## src/rtl/tmb_fiber_tx_seq_if.sv

```systemverilog
// Control/status bundle between the TMB fiber TX sequencer and its environment.
// The sequencer itself connects through the slave modport; the controller/GTX
// side (or a testbench) uses the master modport.
interface tmb_fiber_tx_seq_if;
  logic       ENA;
  logic       FORCE_RESYNC;
  logic       TRG_TX_PLL_LOCK;
  logic       TRG_TXRESETDONE;
  logic       TX_SYNC_DONE;
  logic       TRG_TX_PLLRST;
  logic       TRG_GTXTXRST;
  logic       TRG_RST;
  logic       LINK_UP;
  logic [2:0] STATE;
  logic [7:0] RETRY_CNT;
  logic [7:0] LOSS_CNT;

  modport slave (
    input  ENA, FORCE_RESYNC, TRG_TX_PLL_LOCK, TRG_TXRESETDONE, TX_SYNC_DONE,
    output TRG_TX_PLLRST, TRG_GTXTXRST, TRG_RST, LINK_UP, STATE, RETRY_CNT, LOSS_CNT
  );

  modport master (
    output ENA, FORCE_RESYNC, TRG_TX_PLL_LOCK, TRG_TXRESETDONE, TX_SYNC_DONE,
    input  TRG_TX_PLLRST, TRG_GTXTXRST, TRG_RST, LINK_UP, STATE, RETRY_CNT, LOSS_CNT
  );
endinterface

```

## src/rtl/tmb_fiber_tx_seq.sv

```systemverilog
// Power-up / recovery sequencer for the TMB trigger fiber transmitter.
// Walks PLL reset -> lock wait -> GTX TX reset -> reset-done wait -> phase-align
// wait -> comma-only interval -> RUN, and restarts on timeout or loss of
// lock/reset-done. Outputs are registered from the next-state value so they
// change on the same edge as STATE.
module tmb_fiber_tx_seq #(
  parameter int unsigned PLLRST_CYC  = 16,
  parameter int unsigned GTXRST_CYC  = 16,
  parameter int unsigned WAIT_TMO    = 50000,
  parameter int unsigned COMMA_CYC   = 256,
  parameter int unsigned SIM_SPEEDUP = 0
) (
  input logic               TRG_CLK80,
  input logic               RST,
  tmb_fiber_tx_seq_if.slave fib
);

  localparam int unsigned WAIT_N  = (SIM_SPEEDUP != 0) ? 32'd64 : WAIT_TMO;
  localparam int unsigned COMMA_N = (SIM_SPEEDUP != 0) ? 32'd64 : COMMA_CYC;

  localparam logic [15:0] LD_PLLRST = 16'(PLLRST_CYC - 1);
  localparam logic [15:0] LD_GTXRST = 16'(GTXRST_CYC - 1);
  localparam logic [15:0] LD_WAIT   = 16'(WAIT_N - 1);
  localparam logic [15:0] LD_COMMA  = 16'(COMMA_N - 1);

  typedef enum logic [2:0] {
    OFF       = 3'd0,
    PLL_RST   = 3'd1,
    PLL_WAIT  = 3'd2,
    GTX_RST   = 3'd3,
    DONE_WAIT = 3'd4,
    SYNC_WAIT = 3'd5,
    COMMA     = 3'd6,
    RUN       = 3'd7
  } state_t;

  state_t      state_q, state_d;
  logic [15:0] timer_q, timer_ld;
  logic        reload;
  logic        retry_inc, loss_inc;
  logic [7:0]  retry_q, loss_q;
  logic        pllrst_q, gtxrst_q, trgrst_q, linkup_q;

  logic [1:0]  lock_sync, rdone_sync, sdone_sync;
  logic [2:0]  resync_sync;
  logic        lock_s, rdone_s, sdone_s, resync_edge;
  logic        lock_loss, rdone_loss;

  assign lock_s      = lock_sync[1];
  assign rdone_s     = rdone_sync[1];
  assign sdone_s     = sdone_sync[1];
  assign resync_edge = resync_sync[1] & ~resync_sync[2];

  assign lock_loss  = !lock_s  && (state_q inside {GTX_RST, DONE_WAIT, SYNC_WAIT, COMMA, RUN});
  assign rdone_loss = !rdone_s && (state_q inside {SYNC_WAIT, COMMA, RUN});

  // Two-flop synchronizers for the asynchronous GTX status and the resync request.
  always_ff @(posedge TRG_CLK80 or posedge RST) begin
    if (RST) begin
      lock_sync   <= '0;
      rdone_sync  <= '0;
      sdone_sync  <= '0;
      resync_sync <= '0;
    end else begin
      lock_sync   <= {lock_sync[0],  fib.TRG_TX_PLL_LOCK};
      rdone_sync  <= {rdone_sync[0], fib.TRG_TXRESETDONE};
      sdone_sync  <= {sdone_sync[0], fib.TX_SYNC_DONE};
      resync_sync <= {resync_sync[1:0], fib.FORCE_RESYNC};
    end
  end

  // Next-state selection, in priority order: disable, resync, lock loss,
  // reset-done loss, then the per-state advance/timeout.
  always_comb begin
    state_d   = state_q;
    reload    = 1'b0;
    retry_inc = 1'b0;
    loss_inc  = 1'b0;
    if (!fib.ENA) begin
      state_d = OFF;
      reload  = (state_q != OFF);
    end else if (resync_edge) begin
      // Re-entry into PLL_RST from PLL_RST must still restart the pulse timer.
      state_d = PLL_RST;
      reload  = 1'b1;
    end else if (lock_loss) begin
      state_d  = PLL_RST;
      reload   = 1'b1;
      loss_inc = (state_q == RUN);
    end else if (rdone_loss) begin
      state_d  = GTX_RST;
      reload   = 1'b1;
      loss_inc = (state_q == RUN);
    end else begin
      case (state_q)
        OFF: begin
          state_d = PLL_RST;
          reload  = 1'b1;
        end
        PLL_RST: if (timer_q == '0) begin
          state_d = PLL_WAIT;
          reload  = 1'b1;
        end
        PLL_WAIT: if (lock_s) begin
          state_d = GTX_RST;
          reload  = 1'b1;
        end else if (timer_q == '0) begin
          state_d   = PLL_RST;
          reload    = 1'b1;
          retry_inc = 1'b1;
        end
        GTX_RST: if (timer_q == '0) begin
          state_d = DONE_WAIT;
          reload  = 1'b1;
        end
        DONE_WAIT: if (rdone_s) begin
          state_d = SYNC_WAIT;
          reload  = 1'b1;
        end else if (timer_q == '0) begin
          state_d   = PLL_RST;
          reload    = 1'b1;
          retry_inc = 1'b1;
        end
        SYNC_WAIT: if (sdone_s) begin
          state_d = COMMA;
          reload  = 1'b1;
        end else if (timer_q == '0) begin
          state_d   = GTX_RST;
          reload    = 1'b1;
          retry_inc = 1'b1;
        end
        COMMA: if (timer_q == '0) begin
          state_d = RUN;
          reload  = 1'b1;
        end
        RUN: ;
      endcase
    end
  end

  // Timer reload value for the state being entered.
  always_comb begin
    timer_ld = '0;
    case (state_d)
      PLL_RST:                       timer_ld = LD_PLLRST;
      GTX_RST:                       timer_ld = LD_GTXRST;
      PLL_WAIT, DONE_WAIT, SYNC_WAIT: timer_ld = LD_WAIT;
      COMMA:                         timer_ld = LD_COMMA;
      default:                       timer_ld = '0;
    endcase
  end

  // State register and down-counter that holds at zero.
  always_ff @(posedge TRG_CLK80 or posedge RST) begin
    if (RST) begin
      state_q <= OFF;
      timer_q <= '0;
    end else begin
      state_q <= state_d;
      if (reload)
        timer_q <= timer_ld;
      else if (timer_q != '0)
        timer_q <= timer_q - 16'd1;
    end
  end

  // Saturating retry and loss counters.
  always_ff @(posedge TRG_CLK80 or posedge RST) begin
    if (RST) begin
      retry_q <= '0;
      loss_q  <= '0;
    end else begin
      if (retry_inc && retry_q != '1) retry_q <= retry_q + 8'd1;
      if (loss_inc  && loss_q  != '1) loss_q  <= loss_q  + 8'd1;
    end
  end

  // Reset/link outputs decoded from the next state.
  always_ff @(posedge TRG_CLK80 or posedge RST) begin
    if (RST) begin
      pllrst_q <= 1'b1;
      gtxrst_q <= 1'b1;
      trgrst_q <= 1'b1;
      linkup_q <= 1'b0;
    end else begin
      pllrst_q <= (state_d inside {OFF, PLL_RST});
      gtxrst_q <= (state_d inside {OFF, PLL_RST, PLL_WAIT, GTX_RST});
      trgrst_q <= (state_d != RUN);
      linkup_q <= (state_d == RUN);
    end
  end

  assign fib.TRG_TX_PLLRST = pllrst_q;
  assign fib.TRG_GTXTXRST  = gtxrst_q;
  assign fib.TRG_RST       = trgrst_q;
  assign fib.LINK_UP       = linkup_q;
  assign fib.STATE         = state_q;
  assign fib.RETRY_CNT     = retry_q;
  assign fib.LOSS_CNT      = loss_q;

endmodule

```

## src/flat_wrapper.sv

```systemverilog
// flat-port wrapper written by rule: the top's interface ports become plain ports
module tmb_fiber_tx_seq_flat 
#(
  parameter int unsigned PLLRST_CYC  = 16,
  parameter int unsigned GTXRST_CYC  = 16,
  parameter int unsigned WAIT_TMO    = 50000,
  parameter int unsigned COMMA_CYC   = 256,
  parameter int unsigned SIM_SPEEDUP = 0
)
  (TRG_CLK80, RST, fib_ENA, fib_FORCE_RESYNC, fib_TRG_TX_PLL_LOCK, fib_TRG_TXRESETDONE, fib_TX_SYNC_DONE, fib_TRG_TX_PLLRST, fib_TRG_GTXTXRST, fib_TRG_RST, fib_LINK_UP, fib_STATE, fib_RETRY_CNT, fib_LOSS_CNT);
  tmb_fiber_tx_seq_if fib_i ();
  input logic TRG_CLK80;
  input logic RST;
  input wire logic [$bits(fib_i.ENA)-1:0] fib_ENA;
  input wire logic [$bits(fib_i.FORCE_RESYNC)-1:0] fib_FORCE_RESYNC;
  input wire logic [$bits(fib_i.TRG_TX_PLL_LOCK)-1:0] fib_TRG_TX_PLL_LOCK;
  input wire logic [$bits(fib_i.TRG_TXRESETDONE)-1:0] fib_TRG_TXRESETDONE;
  input wire logic [$bits(fib_i.TX_SYNC_DONE)-1:0] fib_TX_SYNC_DONE;
  output wire logic [$bits(fib_i.TRG_TX_PLLRST)-1:0] fib_TRG_TX_PLLRST;
  output wire logic [$bits(fib_i.TRG_GTXTXRST)-1:0] fib_TRG_GTXTXRST;
  output wire logic [$bits(fib_i.TRG_RST)-1:0] fib_TRG_RST;
  output wire logic [$bits(fib_i.LINK_UP)-1:0] fib_LINK_UP;
  output wire logic [$bits(fib_i.STATE)-1:0] fib_STATE;
  output wire logic [$bits(fib_i.RETRY_CNT)-1:0] fib_RETRY_CNT;
  output wire logic [$bits(fib_i.LOSS_CNT)-1:0] fib_LOSS_CNT;
  assign fib_i.ENA = fib_ENA;
  assign fib_i.FORCE_RESYNC = fib_FORCE_RESYNC;
  assign fib_i.TRG_TX_PLL_LOCK = fib_TRG_TX_PLL_LOCK;
  assign fib_i.TRG_TXRESETDONE = fib_TRG_TXRESETDONE;
  assign fib_i.TX_SYNC_DONE = fib_TX_SYNC_DONE;
  assign fib_TRG_TX_PLLRST = fib_i.TRG_TX_PLLRST;
  assign fib_TRG_GTXTXRST = fib_i.TRG_GTXTXRST;
  assign fib_TRG_RST = fib_i.TRG_RST;
  assign fib_LINK_UP = fib_i.LINK_UP;
  assign fib_STATE = fib_i.STATE;
  assign fib_RETRY_CNT = fib_i.RETRY_CNT;
  assign fib_LOSS_CNT = fib_i.LOSS_CNT;
  tmb_fiber_tx_seq #(.PLLRST_CYC(PLLRST_CYC), .GTXRST_CYC(GTXRST_CYC), .WAIT_TMO(WAIT_TMO), .COMMA_CYC(COMMA_CYC), .SIM_SPEEDUP(SIM_SPEEDUP)) u_core (.TRG_CLK80(TRG_CLK80), .RST(RST), .fib(fib_i));
endmodule
```

## config.mk

```make
export PLATFORM = sky130hd
export DESIGN_NAME = tmb_fiber_tx_seq_flat
export DESIGN_NICKNAME = d
export VERILOG_FILES = /design/src/rtl/tmb_fiber_tx_seq_if.sv /design/src/rtl/tmb_fiber_tx_seq.sv /design/src/flat_wrapper.sv
export SDC_FILE = /design/constraint.sdc
export NUM_CORES = 1
export LEC_CHECK = 0
export ABC_CLOCK_PERIOD_IN_PS = 6510
export BUFFER_PORTS_ARGS = -buffer_cell sky130_fd_sc_hd__buf_2
export CAP_MARGIN = 0
export CORE_MARGIN = 2
export CORE_UTILIZATION = 40
export DETAILED_ROUTE_END_ITERATION = 16
export GPL_TIMING_DRIVEN = 0
export MAX_ROUTING_LAYER = met4
export PLACE_DENSITY = 0.59
export SLEW_MARGIN = 20
export SYNTH_ARGS = -nofsm -noshare
export SYNTH_HDL_FRONTEND = slang
export SYNTH_SLANG_ARGS = --single-unit
```

## constraint.sdc

```tcl
create_clock -name TRG_CLK80 -period 6.51 [get_ports TRG_CLK80]
set_input_delay 0.9765 -clock TRG_CLK80 [delete_from_list [all_inputs] [get_ports TRG_CLK80]]
set_output_delay 0.9765 -clock TRG_CLK80 [all_outputs]
set_load 0.03 [all_outputs]
```

==> results of run 1 <==
==> power groups by stage <==
stage | Combinational, µW | Clock (µW) | Sequential, µW
2_1_floorplan | 107 | 0 | 343
3_3_place_gp | 136 | 0 | 343
3_5_place_dp | 139 | 0 | 344
4_1_cts | 140 | 186 | 338
5_1_grt | 155 | 201 | 342
6_report | 139 | 178 | 337
==> stage by stage <==
stage	setup WS [ns]	utilization [%]	power [µW]	hold slack [ns]	std cells
3_5_place_dp	3.63	45.7	482	0.336	326
3_3_place_gp	3.65	45.2	479	0.333	325
4_1_cts	3.60	47.2	664	0.356	334
2_1_floorplan	3.91	-	450	0.331	221
6_report	3.62	47.2	654	0.353	334
5_1_grt	3.44	47.2	698	0.360	334
==> how the worst max path moves through the flow <==
stage	from	endpoint	slack (ns)	cells after the start
3_5_place_dp	u_core.timer_q[0]	u_core.timer_q[4]	3.63	9
4_1_cts	u_core.timer_q[0]	u_core.timer_q[7]	3.60	9
3_3_place_gp	u_core.timer_q[0]	u_core.timer_q[7]	3.65	9
6_report	u_core.timer_q[0]	u_core.timer_q[4]	3.62	8
5_1_grt	u_core.timer_q[0]	u_core.timer_q[4]	3.44	8
2_1_floorplan	u_core.timer_q[0]	u_core.timer_q[8]	3.91	8
==> Yosys cell counts, types with 3 or more instances <==
cell type and count:
buf_2 3, dfstp_2 3, o211ai_1 5, nand2b_1 4, nor2b_1 6, and3_1 6, a21oi_1 4, inv_1 6
nor2_1 14, dfrtp_1 45, or4_4 3, ha_1 3, nand2_1 16, nor4_1 4, xnor2_1 19, xor2_1 7
nand4_1 7, o21ai_0 9, mux2_2 3, nand3_1 8
==> layout make-up <==
cell class              instances  area, µm²
inverters                       7       26.3
clock buffers                   8       90.1
repair buffers                 30        173
well taps                      75       93.8
flip-flops and latches         48       1200
plain buffers                   6       33.8
multi-input cells             160       1140
fillers                       560       3090
==> cell usage in the layout, fill, tap and decap left out, types with 3 or more instances in the layout <==
| cell | synthesis | final |
|---|---|---|
| a21oi_1 | 4 | 4 |
| nor2_1 | 14 | 14 |
| buf_2 | 3 | 32 |
| clkbuf_1 | 2 | 4 |
| nor4_1 | 4 | 4 |
| mux2_2 | 3 | 3 |
| and3_1 | 6 | 6 |
| or4_4 | 3 | 3 |
| nand2b_1 | 4 | 4 |
| o211ai_1 | 5 | 5 |
| nand2_1 | 16 | 16 |
| o21ai_0 | 9 | 9 |
| nor2b_1 | 6 | 6 |
| ha_1 | 3 | 3 |
| nand3_1 | 8 | 8 |
| inv_1 | 6 | 5 |
| clkbuf_8 | 0 | 6 |
| xor2_1 | 7 | 7 |
| nand4_1 | 7 | 7 |
| xnor2_1 | 19 | 19 |
| dfrtp_1 | 45 | 45 |
| dfstp_2 | 3 | 3 |
==> logic make-up (layout without fill, tap and decap cells) <==
kind of cell	Yosys count	count (layout)	synth area share (%)
flip-flops	48	48	50.1
XOR/XNOR	26	26	9.46
AND/OR/NAND/NOR	88	88	22.6
AO/OA/AOI/OAI	38	38	11.6
buffers and inverters	13	51	2.49
multiplexers	5	5	2.23
adder cells (fa/ha/maj)	3	3	1.56
==> critical path: stages (launching register included) <==
cell      delay (ns)
dfrtp_1         0.43
inv_1           0.07
ha_1            0.18
or4b_1          0.55
nor4_4          0.44
mux2i_1         0.26
o211ai_2        0.16
or4b_1          0.61
o21ai_0         0.11
==> routing by layer <==
layer	vias up	wire length [µm]	global-route usage, %
met5	-	0	-
met4	0	59	4.50
met3	7	174	3.85
met2	28	2010	22.9
met1	824	2220	20.4
li1	869	-	-
==> state kept, by name, summed over array words and instances (netlist names) <==
signal	count
u_core.fib.RETRY_CNT	8
u_core.resync_sync	3
u_core.lock_sync	2
u_core.fib.TRG_TX_PLLRST	1
u_core.fib.LOSS_CNT	8
u_core.fib.LINK_UP	1
u_core.fib.TRG_RST	1
u_core.sdone_sync	2
u_core.fib.STATE	3
u_core.rdone_sync	2
u_core.fib.TRG_GTXTXRST	1
u_core.timer_q	16
==> qor.yml, run 1 <==
nets: 268
fp-row-count: 28
finalCritPeriodShare_pct: 44.4
syn_area_per_cell_um2: 10.9
sw_frac_of_total_pct: 29.1
yosysTopAreaCell: "dfrtp_1"
vias: 1728
synth-edff-count: 0
ys_types: 54
yosysSeqAreaShare_pct: 50.1
post_cts_resized: 0
cts_setup_buffers: 0
p_int_uw: 464
finalSetupTns_ns: 0
combPwrFrac_pct: 21.2
layout-drive-gt1-share_pct: 23.2
stdcell_area_um2: 2760
cp-end-kind: "register"
worstPathArrival_ns: 3.10
diodes: 0
setup_violations: 0
cp_max_fo: 5
power_density_nw_per_um2: 237
drtIter0Drc: 75
finalWeightedCongestion: 0.789
clkTransAtPathRegs_ns: 0.08
postCtsHoldBufs: 0
synth_area_um2: 2410
die_y_um: 81.6
clockBufferDepth: 2
area_growth_pct: 14.8
firstDrtPassIters: 4
fin_crit_ns: 2.89
chipWidth_um: 81.6
wl_mm: 4.46
numCtsBuffers: 5
fin_skew_ns: 0.00193
min_to: "u_core.rdone_sync[1]"
cts_max_level: 2
via_per_inst: 5.17
startpoint_type: "register"
syn_inst: 221
switchingPower_uw: 190
ys_warn_count: 0
cts_sinks: 48
min_path_type: "reg -> reg"
max-vdd-ir-drop_uv: 109
place_area_um2: 2670
antenna_found_initial: 0
finalMaxSlewViolations: 0
clkPwrFrac_pct: 27.2
grt_first_pass_wirelength_mm: 7.53
async_reset_ff_share_pct: 100
grt_max_degree: 27
insertion_delay_ns: 0.29
ys.flop_type: "dfrtp_1"
status: "finished, final reports clean"
leakage_uw: 0.00130
grt_overflow_total: 0
fmax_mhz: 346
r2r_setup_slack_ns: 3.62
routedWlPerCell_um: 13.4
die_area_um2: 6650
rr_endpoint: "u_core.timer_q[4]"
maxCapViolCount: 0
hold_depth: 0
design.core.area_um2: 5850
r2r-start: "u_core.timer_q[0]"
num_io_pins: 30
syn_nets: 231
max_slew_margin_pct: 43.0
synth.top_cell.area_share_pct: 46.8
min_from: "u_core.rdone_sync[0]"
cts_tree: "done"
worst_pin_slew_ns: 0.849
power.share.sequential_pct: 51.5
numPortBuffers: 29
drcViolationCount: 0
start_util_pct: 41.1
reg2regPathDepth: 8
dpl.hpwl_mm: 3.36
rsz0062_at_grt: "false"
cp_data_required_time_ns: 6.73
drtAntennaViolNets: 0
grt_use_total_pct: 15.2
crit_type: "reg -> reg"
hold_viol: 0
grt_pass1_vias: 1544
clockRootBuffer: "clkbuf_8"
synth-seq-cells: 48
synth_area_leaders: "dfrtp_1, xnor2_1, dfstp_2"
Power figures use the tool's default switching activity.
==> run 2: changes to the inputs <==
--- a/config.mk
+++ b/config.mk
@@ -5,7 +5,8 @@
 export SDC_FILE = /design/constraint.sdc
 export NUM_CORES = 1
 export LEC_CHECK = 0
-export ABC_CLOCK_PERIOD_IN_PS = 6510
+export ABC_AREA = 1
+export ABC_CLOCK_PERIOD_IN_PS = 2800
 export BUFFER_PORTS_ARGS = -buffer_cell sky130_fd_sc_hd__buf_2
 export CAP_MARGIN = 0
 export CORE_MARGIN = 2
@@ -13,7 +14,7 @@
 export DETAILED_ROUTE_END_ITERATION = 16
 export GPL_TIMING_DRIVEN = 0
 export MAX_ROUTING_LAYER = met4
-export PLACE_DENSITY = 0.59
+export PLACE_DENSITY = 0.58
 export SLEW_MARGIN = 20
 export SYNTH_ARGS = -nofsm -noshare
 export SYNTH_HDL_FRONTEND = slang
==> constraint.sdc (replaced) <==
create_clock -name TRG_CLK80 -period 2.8 [get_ports TRG_CLK80]
set_input_delay 0.42 -clock TRG_CLK80 [delete_from_list [all_inputs] [get_ports TRG_CLK80]]
set_output_delay 0.42 -clock TRG_CLK80 [all_outputs]
set_load 0.03 [all_outputs]
==> run 2 against run 1 <==
Clock power rose by 140%. Clock-buffer cell count down 1. Worst setup slack worse by 2.8 ns. Global-route usage is 0.76 points higher. Clock skew grew 0.0055 ns. Design area is 9.6% higher. Largest cell class is now multi-input combinational cells. Largest power group unchanged.
==> qor.yml, run 2 <==
status: "finished, final reports clean"
crit_type: "reg -> reg"
cts_max_level: 2  # unchanged
area_growth_pct: 13.3
via_per_inst: 4.83  # -6.6%
nets: 361  # +35%
fin_skew_ns: 0.00739  # +0.00546 ns
place_area_um2: 2940  # +9.8%
finalMaxSlewViolations: 0  # unchanged
drtIter0Drc: 84  # +12%
grt_pass1_vias: 2041  # +32%
max_slew_margin_pct: 70.5  # +27 points
synthTopCellsByCount: "nand2_1, dfrtp_1, nor2_1"
grt_use_total_pct: 16.0  # +0.76 points
chipWidth_um: 85.8  # +5.1%
start_util_pct: 41.6  # +0.49 points
clockRootBuffer: "clkbuf_8"
drtAntennaViolNets: 0  # unchanged
ys_warn_count: 0  # unchanged
synth_area_um2: 2670  # +11%
post_cts_resized: 0  # unchanged
final_common_cell: "nand2_1"
largest_reg_flops: 16  # unchanged
max-vdd-ir-drop_uv: 221  # +100%
drcViolationCount: 0  # unchanged
ys.flop_type: "dfrtp_1"
syn_nets: 324  # +40%
synth.top_cell.area_share_pct: 42.1  # -4.7 points
finalWeightedCongestion: 0.881  # +12%
routedWlPerCell_um: 11.8  # -12%
antenna_found_initial: 0  # unchanged
fin_ws_ns: 0.779  # -2.84 ns
async_reset_ff_share_pct: 100  # unchanged
firstDrtPassIters: 4  # unchanged
finalCritPeriodShare_pct: 72.2  # +28 points
num_io_pins: 30  # unchanged
layout-drive-gt1-share_pct: 24.7  # +1.5 points
grt_max_degree: 31  # +15%
worstPathArrival_ns: 2.20  # -0.90 ns
min_path_type: "in -> async"
insertion_delay_ns: 0.30  # about the same
numPortBuffers: 29  # unchanged
postCtsHoldBufs: 0  # unchanged
die_y_um: 85.8  # +5.1%
cts_setup_buffers: 0  # unchanged
numCtsBuffers: 5  # unchanged
wl_mm: 5.05  # +13%
fp-row-count: 29  # +3.6%
dpl_worst_slack_ns: 0.787  # -2.84 ns
syn_area_per_cell_um2: 8.52  # -22%
fin_crit_ns: 2.02  # -0.868 ns
startpoint_type: "register"
vias: 2073  # +20%
diodes: 0  # unchanged
finalSetupTns_ns: 0  # unchanged
rsz0062_at_grt: "false"
synth-edff-count: 0  # unchanged
clockBufferDepth: 2  # unchanged
final_cell_mix: "nand2_1, dfrtp_1, nor2_1"
reg2regPathDepth: 12  # +4
cp_max_fo: 10  # +5
synth-seq-cells: 48  # unchanged
setup_violations: 0  # unchanged
cts_sinks: 48  # unchanged
grt_overflow_total: 0  # unchanged
yosysTopAreaCell: "dfrtp_1"
worst_pin_slew_ns: 0.442  # -0.407 ns
power_density_nw_per_um2: 635  # +170%
maxCapViolCount: 0  # unchanged
leakage_uw: 0.00164  # +26%
grt_first_pass_wirelength_mm: 9.18  # +22%
synth_area_leaders: "dfrtp_1, nand2_1, nor2_1"
regMostFlops: "u_core.timer_q"
fmax_mhz: 495  # +43%
ys_types: 34  # -37%
design.core.area_um2: 6420  # +9.8%
die_area_um2: 7350  # +11%
post-synth-top-count-cell: "nand2_1"
hold_viol: 0  # unchanged
syn_inst: 314  # +42%
cts_tree: "done"
cp_data_required_time_ns: 2.98  # -3.75 ns
stdcell_area_um2: 3030  # +9.6%
dpl.hpwl_mm: 3.81  # +14%
clkTransAtPathRegs_ns: 0.09  # about the same
cp-end-kind: "register"
yosysSeqAreaShare_pct: 45.1  # -5.0 points
[run 2: cell count changes in the layout (fill, tap and decap cells not counted), moves of 7 or more]
cell	change
a21oi_1	+11
nor2_2	+8
xor2_1	+9
nand2_1	+38
inv_1	+34
nand3_1	+9
nor3_1	+7
nand2_2	+8
nor2_1	+27
xnor2_1	-13
[run 2: worst paths after layout]
path / from / end / slack [ns]
min reg2reg: u_core.sdone_sync[0] / u_core.sdone_sync[1] / 0.35
min in group TRG_CLK80: fib_TRG_TX_PLL_LOCK / u_core.lock_sync[0] / 0.22
max in group asynchronous: RST / u_core.fib.TRG_TX_PLLRST / 2.12
min: RST / u_core.fib.LINK_UP / 0.11
max reg2reg: u_core.timer_q[0] / u_core.timer_q[9] / 0.78
max: u_core.timer_q[0] / u_core.timer_q[9] / 0.78
[run 2: worst max-delay path, cell delays in order (launching register included)]
cell and delay (ns):
dfrtp_1 0.41, inv_1 0.08, ha_1 0.23, nand2_2 0.17, nor2_4 0.07, nand2_4 0.14, nand3_1 0.09, nand2_1 0.07
nand3b_1 0.09, nand2_2 0.17, nand2_1 0.12, inv_2 0.18, a21oi_1 0.07
[run 2: final cells by class]
cell class,instances,area (µm²)
plain buffers,2,18.8
clock buffers,7,86.3
clock inverters,1,7.51
fillers,630,3390
inverters,49,188
multi-input cells,215,1260
flip-flops and latches,48,1200
well taps,77,96.3
repair buffers,30,165
[run 2: logic make-up after synthesis]
logic type	count (synthesis)	synth area share [%]
simple gates	160	32.3
flops	48	45.1
fa+ha+maj	3	1.40
mux	1	0.421
buf+inv	51	7.72
xor+xnor	22	7.21
compound gates	29	5.90
[run 2: where the power goes]
group / internal, µW / switching [µW] / total, µW
registers: 769 / 87.6 / 857
clock network: 201 / 225 / 426
logic: 236 / 405 / 641
total: 1210 / 718 / 1920
[run 2: per-stage QoR]
| step | utilization, % | hold WS [ns] | power (µW) | std cells |
|---|---|---|---|---|
| 2_1_floorplan | - | 0.331 | 1390 | 314 |
| 3_5_place_dp | 45.7 | 0.336 | 1520 | 421 |
| 6_report | 47.2 | 0.106 | 1920 | 429 |
| 5_1_grt | 47.2 | 0.142 | 2090 | 429 |
| 3_3_place_gp | 45.4 | 0.331 | 1510 | 420 |
| 4_1_cts | 47.2 | 0.120 | 1960 | 429 |
[run 2: routing by layer]
| metal | track usage, % | up-vias | share of wire (%) |
|---|---|---|---|
| met5 | - | - | 0 |
| met2 | 25.6 | 39 | 48 |
| met3 | 3.18 | 6 | 4.0 |
| met4 | 4.91 | 0 | 1.2 |
| li1 | - | 1065 | - |
| met1 | 20.5 | 963 | 47 |
==> run 3: changes to the inputs <==
--- a/config.mk
+++ b/config.mk
@@ -6,7 +6,7 @@
 export NUM_CORES = 1
 export LEC_CHECK = 0
 export ABC_AREA = 1
-export ABC_CLOCK_PERIOD_IN_PS = 2800
+export ABC_CLOCK_PERIOD_IN_PS = 1720
 export BUFFER_PORTS_ARGS = -buffer_cell sky130_fd_sc_hd__buf_2
 export CAP_MARGIN = 0
 export CORE_MARGIN = 2
@@ -14,7 +14,7 @@
 export DETAILED_ROUTE_END_ITERATION = 16
 export GPL_TIMING_DRIVEN = 0
 export MAX_ROUTING_LAYER = met4
-export PLACE_DENSITY = 0.58
+export PLACE_DENSITY = 0.6
 export SLEW_MARGIN = 20
 export SYNTH_ARGS = -nofsm -noshare
 export SYNTH_HDL_FRONTEND = slang
==> constraint.sdc (replaced) <==
create_clock -name TRG_CLK80 -period 1.72 [get_ports TRG_CLK80]
set_input_delay 0.258 -clock TRG_CLK80 [delete_from_list [all_inputs] [get_ports TRG_CLK80]]
set_output_delay 0.258 -clock TRG_CLK80 [all_outputs]
set_load 0.03 [all_outputs]
==> run 3 against run 2 <==
The run now ends with negative setup slack left. Utilization increased by 12 points. Worst setup slack got worse by 0.99 ns. Critical path type unchanged. First-iteration DRC count increased by 3.6%. Total power increased by 110%. Combinational power increased to 2.9 times the previous value.
==> qor.yml, run 3 (synthesis results as in run 2) <==
firstDrtPassIters: 4  # unchanged
crit_type: "reg -> reg"
chipWidth_um: 85.8  # unchanged
finalSetupTns_ns: -3.69  # -3.69 ns
power.share.sequential_pct: 33.8  # -11 points
diodes: 0  # unchanged
cts_max_level: 2  # unchanged
drcViolationCount: 0  # unchanged
insertion_delay_ns: 0.31  # about the same
via_per_inst: 4.92  # +1.9%
grt_pass1_vias: 2184  # +7.0%
regMostFlops: "u_core.timer_q"
setup_violations: 26  # +26
max_slew_margin_pct: 70.0  # -0.52 points
final_cell_mix: "nand2_1, buf_4, dfrtp_1"
nets: 412  # +14%
worstPathArrival_ns: 2.17  # -0.03 ns
vias: 2363  # +14%
p_int_uw: 2550  # +110%
clkPwrFrac_pct: 20.3  # -1.8 points
leakage_uw: 0.00196  # +20%
grt_first_pass_wirelength_mm: 10.2  # +11%
final_common_cell: "nand2_1"
design.core.area_um2: 6420  # unchanged
cp_max_fo: 7  # -3
rsz0062_at_grt: "true"
fin_skew_ns: 0.00535  # -0.00204 ns
met1_usage_pct: 22.6  # +2.1 points
wl_mm: 6.62  # +31%
cts_tree: "done"
power.total_uw: 4100  # +110%
r2r_setup_slack_ns: -0.21  # -0.99 ns
drtIter0Drc: 87  # +3.6%
layout-drive-gt1-share_pct: 49.1  # +24 points
fmax_mhz: 517  # +4.5%
grt_max_degree: 31  # unchanged
maxCapViolCount: 0  # unchanged
antenna_found_initial: 0  # unchanged
fin_crit_ns: 1.93  # -0.0877 ns
grt.busiest_layer: "met2"
drtAntennaViolNets: 0  # unchanged
fin_ws_ns: -0.213  # -0.992 ns
power_density_nw_per_um2: 1080  # +71%
place_area_um2: 2950  # +0.51%
finalMaxSlewViolations: 0  # unchanged
die_area_um2: 7350  # unchanged
hold_viol: 0  # unchanged
dpl_worst_slack_ns: -0.243  # -1.03 ns
stdcell_area_um2: 3780  # +25%
use_met2_pct: 27.2  # +1.6 points
worst_pin_slew_ns: 0.450  # +0.00773 ns
use_met3_pct: 4.43  # +1.3 points
startpoint_type: "register"
grt_overflow_total: 0  # unchanged
finish.utilization_pct: 58.9  # +12 points
clockRootBuffer: "clkbuf_8"
switchingPower_uw: 1550  # +120%
min_path_type: "in -> reg"
fp-row-count: 29  # unchanged
dpl.hpwl_mm: 4.14  # +8.6%
area_growth_pct: 41.4
sw_frac_of_total_pct: 37.8  # +0.49 points
cp_data_required_time_ns: 1.95  # -1.03 ns
start_util_pct: 41.6  # unchanged
routedWlPerCell_um: 13.8  # +17%
violations: "negative setup slack"
cp-end-kind: "register"
numCtsBuffers: 5  # unchanged
largest_reg_flops: 16  # unchanged
cts_sinks: 48  # unchanged
die_y_um: 85.8  # unchanged
grt_use_total_pct: 17.9  # +1.9 points
clockBufferDepth: 2  # unchanged
num_io_pins: 30  # unchanged
clkTransAtPathRegs_ns: 0.09  # about the same
finalWeightedCongestion: 0.859  # -2.5%
max-vdd-ir-drop_uv: 708  # +220%
combPwrFrac_pct: 45.9  # +13 points
finalCritPeriodShare_pct: 112  # +40 points
numPortBuffers: 29  # unchanged
status: "finished, violations left"
[run 3: through the flow]
| stage | cells | hold WS [ns] |
|---|---|---|
| after CTS | 452 | 0.0453 |
| after global routing | 480 | 0.0410 |
| after global placement | 420 | 0.333 |
| final | 480 | 0.0506 |
| after floorplan | 314 | 0.289 |
| after detailed placement | 421 | 0.291 |
[run 3: power by group through the flow]
stage / Combinational, µW / Sequential, µW / Clock [µW]
2_1_floorplan: 883 / 1400 / 0
3_3_place_gp: 1070 / 1410 / 0
3_5_place_dp: 1080 / 1420 / 0
5_1_grt: 2060 / 1400 / 888
6_report: 1880 / 1380 / 833
4_1_cts: 1480 / 1380 / 850
[run 3: cell type report]
type	instances	area (µm²)
Fill cell	527	2640
Multi-Input combinational cell	215	1550
Sequential cell	48	1210
Timing Repair Buffer	81	597
Inverter	49	199
Tap cell	77	96.3
Clock buffer	6	72.6
Clock inverter	2	35.0
Buffer	2	22.5
[run 3: timing repair]
action	CTS	global route
endpoints found under the setup margin	27	31
buffers inserted	21	29
endpoints found under the hold margin	18	0
gates resized for setup	29	63
gates cloned	1	0
pin swaps	16	29
hold buffers	1	0
[run 3: final timing paths]
kind,endpoint,start,depth (start not counted)
max in group asynchronous,u_core.fib.TRG_GTXTXRST,RST,4
min,u_core.rdone_sync[0],fib_TRG_TXRESETDONE,1
max,u_core.timer_q[9],u_core.timer_q[0],12
min in group asynchronous,u_core.fib.RETRY_CNT[0],RST,3
min reg2reg,u_core.sdone_sync[1],u_core.sdone_sync[0],0
max reg2reg,u_core.timer_q[9],u_core.timer_q[0],12
[run 3: per-layer routing]
layer,share of wire [%],routed length [µm],vias up
met4,2.4,160,0
li1,-,-,1163
met1,45,2990,1118
met3,4.4,289,20
met2,48,3180,62
met5,0,0,-
[run 3: worst max-delay path, stage by stage, from the launching register on]
cell and delay [ns]:
dfrtp_1 0.40, inv_2 0.08, ha_4 0.15, nand2_4 0.07
nor2_4 0.12, nand2_4 0.09, buf_6 0.12, o21ai_2 0.10
nand3b_1 0.19, nand2_4 0.14, a21oi_4 0.16, nand2_4 0.09
a21oi_2 0.14
